<file path="config.mk">
export PLATFORM = sky130hd
export DESIGN_NAME = medidor_faixa_uc
export DESIGN_NICKNAME = d
export VERILOG_FILES = /design/src/rtl/medidor_faixa_uc.sv
export SDC_FILE = /design/constraint.sdc
export NUM_CORES = 1
export LEC_CHECK = 0
export BUFFER_PORTS_ARGS = -buffer_cell sky130_fd_sc_hd__buf_4
export CAP_MARGIN = 40
export CORE_MARGIN = 4
export CORE_UTILIZATION = 35
export CTS_BUF_LIST = sky130_fd_sc_hd__clkbuf_8
export CTS_CLUSTER_SIZE = 24
export DETAILED_ROUTE_END_ITERATION = 7
export GPL_TIMING_DRIVEN = 0
export PLACE_DENSITY = 0.49
export SKIP_CTS_REPAIR_TIMING = 1
export SLEW_MARGIN = 20
export SYNTH_ARGS = -nofsm -noshare
export SYNTH_HDL_FRONTEND = slang
export SYNTH_SLANG_ARGS = --single-unit
</file>
<file path="constraint.sdc">
create_clock -name clock -period 5.4 [get_ports clock]
set_clock_uncertainty 0.05 [all_clocks]
set_input_delay 0.54 -clock clock [delete_from_list [all_inputs] [get_ports clock]]
set_output_delay 0.54 -clock clock [all_outputs]
set_load 0.03 [all_outputs]
</file>
<file path="src/rtl/medidor_faixa_uc.sv">
// Control unit for the HC-SR04 range game: paces measurements every interval,
// streams the "XYZ#" report per measurement and the final "AAA#" report.
module medidor_faixa_uc #(
    parameter int TIMEOUT_ESPERA = 3_000_000
) (
    input  logic       clock,
    input  logic       reset,
    input  logic       iniciar,
    input  logic       pronto_medida,
    input  logic       fim_time,
    input  logic       fim_3sec,
    input  logic       pronto_tx,
    input  logic       is_ultimo_char,
    input  logic       is_ultimo_char_a,
    output logic       zera,
    output logic       zera_time,
    output logic       conta_time,
    output logic       mensurar,
    output logic       partida_tx,
    output logic       conta_prox_char,
    output logic       zera_char,
    output logic       conta_prox_char_a,
    output logic       zera_char_a,
    output logic       registra_acertou,
    output logic       pronto,
    output logic [3:0] db_estado
);

    localparam int CNT_W = (TIMEOUT_ESPERA > 1) ? $clog2(TIMEOUT_ESPERA) : 1;
    localparam logic [CNT_W-1:0] CNT_MAX = CNT_W'(TIMEOUT_ESPERA - 1);

    typedef enum logic [3:0] {
        INICIAL          = 4'h0,
        PREPARACAO       = 4'h1,
        ESPERA_INTERVALO = 4'h2,
        MEDE             = 4'h3,
        AGUARDA_MEDIDA   = 4'h4,
        AVALIA           = 4'h5,
        TRANSMITE        = 4'h6,
        ESPERA_TX        = 4'h7,
        PROX_CHAR        = 4'h8,
        FIM_TX           = 4'h9,
        REGISTRA         = 4'hA,
        TRANSMITE_A      = 4'hB,
        ESPERA_TX_A      = 4'hC,
        PROX_CHAR_A      = 4'hD,
        FINAL            = 4'hE
    } state_t;

    state_t           state_q, state_d;
    logic [CNT_W-1:0] cnt_q, cnt_d;

    always_ff @(posedge clock) begin
        if (reset) begin
            state_q <= INICIAL;
            cnt_q   <= '0;
        end else begin
            state_q <= state_d;
            cnt_q   <= cnt_d;
        end
    end

    // Timeout counter: cleared on every trigger, held at its top value rather than wrapping.
    always_comb begin
        cnt_d = cnt_q;
        if (state_q == MEDE) begin
            cnt_d = '0;
        end else if (state_q == AGUARDA_MEDIDA && cnt_q != CNT_MAX) begin
            cnt_d = cnt_q + 1'b1;
        end
    end

    always_comb begin
        state_d = state_q;
        case (state_q)
            INICIAL:          if (iniciar) state_d = PREPARACAO;
            PREPARACAO:       state_d = ESPERA_INTERVALO;
            ESPERA_INTERVALO: if (fim_time) state_d = MEDE;
            MEDE:             state_d = AGUARDA_MEDIDA;
            AGUARDA_MEDIDA: begin
                // A completed measurement beats a simultaneous timeout.
                if (pronto_medida)         state_d = AVALIA;
                else if (cnt_q == CNT_MAX) state_d = MEDE;
            end
            AVALIA:           state_d = fim_3sec ? REGISTRA : TRANSMITE;
            TRANSMITE:        state_d = ESPERA_TX;
            ESPERA_TX: begin
                if (pronto_tx) state_d = is_ultimo_char ? FIM_TX : PROX_CHAR;
            end
            PROX_CHAR:        state_d = TRANSMITE;
            FIM_TX:           state_d = ESPERA_INTERVALO;
            REGISTRA:         state_d = TRANSMITE_A;
            TRANSMITE_A:      state_d = ESPERA_TX_A;
            ESPERA_TX_A: begin
                if (pronto_tx) state_d = is_ultimo_char_a ? FINAL : PROX_CHAR_A;
            end
            PROX_CHAR_A:      state_d = TRANSMITE_A;
            FINAL:            if (iniciar) state_d = PREPARACAO;
            default:          state_d = INICIAL;
        endcase
    end

    always_comb begin
        zera              = 1'b0;
        zera_time         = 1'b0;
        conta_time        = 1'b0;
        mensurar          = 1'b0;
        partida_tx        = 1'b0;
        conta_prox_char   = 1'b0;
        zera_char         = 1'b0;
        conta_prox_char_a = 1'b0;
        zera_char_a       = 1'b0;
        registra_acertou  = 1'b0;
        pronto            = 1'b0;
        case (state_q)
            PREPARACAO: begin
                zera        = 1'b1;
                zera_time   = 1'b1;
                zera_char   = 1'b1;
                zera_char_a = 1'b1;
            end
            ESPERA_INTERVALO: conta_time = 1'b1;
            MEDE:             mensurar = 1'b1;
            TRANSMITE:        partida_tx = 1'b1;
            PROX_CHAR:        conta_prox_char = 1'b1;
            FIM_TX: begin
                zera_char = 1'b1;
                zera_time = 1'b1;
            end
            REGISTRA: begin
                registra_acertou = 1'b1;
                zera_char_a      = 1'b1;
            end
            TRANSMITE_A:      partida_tx = 1'b1;
            PROX_CHAR_A:      conta_prox_char_a = 1'b1;
            FINAL:            pronto = 1'b1;
            default: ;
        endcase
    end

    assign db_estado = state_q;

endmodule

</file>
==> results_dict.tcl <==
set metrics [dict create \
    synth_simple_gate_area_share_pct 34.6 \
    synth-adder-area-share_pct 0.762 \
    vias 1534 \
    fmax_mhz 401 \
    reg2regPathDepth 5 \
    mappedNetlistArea_um2 1640 \
    overflow 0 \
    clkTransAtPathRegs_ns 0.09 \
    power_density_nw_per_um2 321 \
    layout_commonest_cell "dfxtp_1" \
    dpl_cell_area_um2 1870 \
    grt_pass1_wl_um 6990 \
    die_w_um 76.5 \
    syn_inst 200 \
    num_rows 24 \
    drt_iter0_markers 56 \
    track_usage_pct 14.3 \
    nets 237 \
    htreeDepth 1 \
    first_pass_iters 4 \
    p_leak_nw 0.712 \
    synth-compound-area-share_pct 18.8 \
    maxSlewViolCount 0 \
    finalCriticalPeriod_ns 2.50 \
    maxSlewHeadroom_pct 65.4 \
    fp.dieH_um 76.5 \
    ys_ff_latch 26 \
    synth_top_family_by_area "simple AND/OR/NAND/NOR gates" \
    start_util_pct 37.0 \
    r2r_start "cnt_q[0]" \
    setup_viol 0 \
    grt_max_degree 15 \
    crit_type "reg -> out" \
    cp.arrival_ns 1.91 \
    status "complete, no violations" \
    io_pins 24 \
    min_to "cnt_q[5]" \
    synth_cell_type_count 47 \
    dieArea_um2 5850 \
    clock_sinks 26 \
    core_um2 4440 \
    synth_mux_area_share_pct 3.20 \
    setup.worst_path.start_class "register" \
    yosysWarnings 0 \
    drc_errors 0 \
    hold_violations 0 \
    cts_buffers 3 \
    cp.required_ns 4.81 \
    cp_max_fo 10 \
    crit_path_end_kind "output port" \
    synth_nets 210 \
    antenna_found_initial 0 \
    tns_ns 0 \
    synth_xor_area_share_pct 6.40 \
    drv_cap 0 \
    antennaDiodeCount 0 \
    dp_hpwl_um 3110 \
    final_cell_area_um2 1930 \
    synth_area_per_cell_um2 8.21 \
    fin_crit_sh_pct 46.2 \
    clockBufferDepth 2 \
    final_antenna_net_count 0 \
    area_growth_syn_to_layout_pct 17.4 \
    worst_slack_ns 2.90 \
    hp-class "reg -> reg" \
    layout_common_cells "dfxtp_1 (26), buf_4 (23), nor2_1 (22)" \
    async_flop_share_pct 0 \
    fin_util_pct 43.4 \
    r2r_setup_slack_ns 3.22 \
    ir_worst_vdd_mv 0.136 \
    rsz0062_at_grt "no" \
    fin_hold_ws_ns 0.445 \
    drive_above_1_share_pct 19.5 \
    clock_latency_ns 0.27 \
    cts_root_buf "clkbuf_8" \
    portBuffers 22 \
    worstMarginPinSlew_ns 0.520 \
    r2r_end "db_estado[3]" \
    vias_per_cell 5.52 \
    fillCellCount 462 \
    ys.flop_type "dfxtp_1" \
    place_worst_setup_slack_ns 3.21 \
    wl_per_cell_um 14.5 \
    place.gp.congestion 0.850 \
    cts_tree "done" \
    hold_path_startpoint "cnt_q[5]" \
    crit_start "db_estado[2]" \
    holdPathStages 2 \
    synth-edff-count 0 \
    synth_seq_area_share_pct 31.7 \
    finalWirelength_um 4040 \
    grt_pass1_vias 1479 \
]
## synth_stat cells (6+ instances only)
cell | instances | area share [%]
dfxtp_1 | 26 | 32
o21ai_0 | 8 | 2.4
a21oi_1 | 12 | 3.7
xnor2_1 | 6 | 3.2
xor2_1 | 6 | 3.2
nor2_1 | 22 | 5.0
and3_1 | 7 | 2.7
nand3_1 | 7 | 2.1
nor3_1 | 7 | 2.1
clkbuf_1 | 6 | 1.4
nand2b_1 | 7 | 2.7
nand2_1 | 10 | 2.3
a211oi_1 | 6 | 2.7
or3_1 | 7 | 2.7
## how the worst max path moves through the flow
stage / endpoint / slack, ns / cells past startpoint
after global routing: zera_char_a / 2.76 / 5
after floorplan: zera_char_a / 2.93 / 4
after global placement: zera_char_a / 3.23 / 6
after CTS: zera_char_a / 2.91 / 6
final: zera_char_a / 2.90 / 6
after detailed placement: db_estado[3] / 3.21 / 5
## power breakdown
part / leakage, nW / switching [mW] / internal [mW]
Combinational: 0.473 / 0.168 / 0.103
Clock: 0.0288 / 0.0625 / 0.0653
Sequential: 0.210 / 0.0162 / 0.203
Total: 0.712 / 0.247 / 0.372
## state kept, by name, summed over array words and instances (netlist names)
name and flops:
db_estado 4, cnt_q 22
## cells by family after synthesis
logic type,Yosys count
compound gates,43
xor+xnor,12
mux,5
buf+inv,18
fa+ha+maj,1
simple gates,95
flops,26
## worst max-delay path, stage by stage, from the launching register on
cell and delay, ns:
dfxtp_1 0.34, buf_2 0.21, clkbuf_1 0.33, nand2b_1 0.23
nor2_1 0.07, or2_2 0.28, buf_4 0.17
## through the flow
step,total power [mW],instances
after detailed placement,0.497,274
after floorplan,0.413,200
final,0.619,278
after CTS,0.625,278
after global routing,0.660,278
after global placement,0.490,274
## final cells by class
type                       instances  area (µm²)  area share, %
tap                               52        65.1           3.37
inverter                           5        18.8          0.973
timing repair buffer              22         165           8.57
clock buffer                       4        55.1           2.86
multi-input combinational        156        1050           54.3
buffer                            13        56.3           2.92
sequential                        26         520           27.0
## metal layers
| metal | part of all wire, % | vias to the layer above | GRT usage, % |
|---|---|---|---|
| met5 | 0 | - | 0 |
| met4 | 0.94 | 0 | 4.53 |
| met3 | 2.3 | 5 | 3.19 |
| met2 | 48 | 11 | 23.2 |
| met1 | 49 | 740 | 18.7 |
| li1 | - | 778 | - |
No activity file was read; power rests on OpenSTA's default activity.
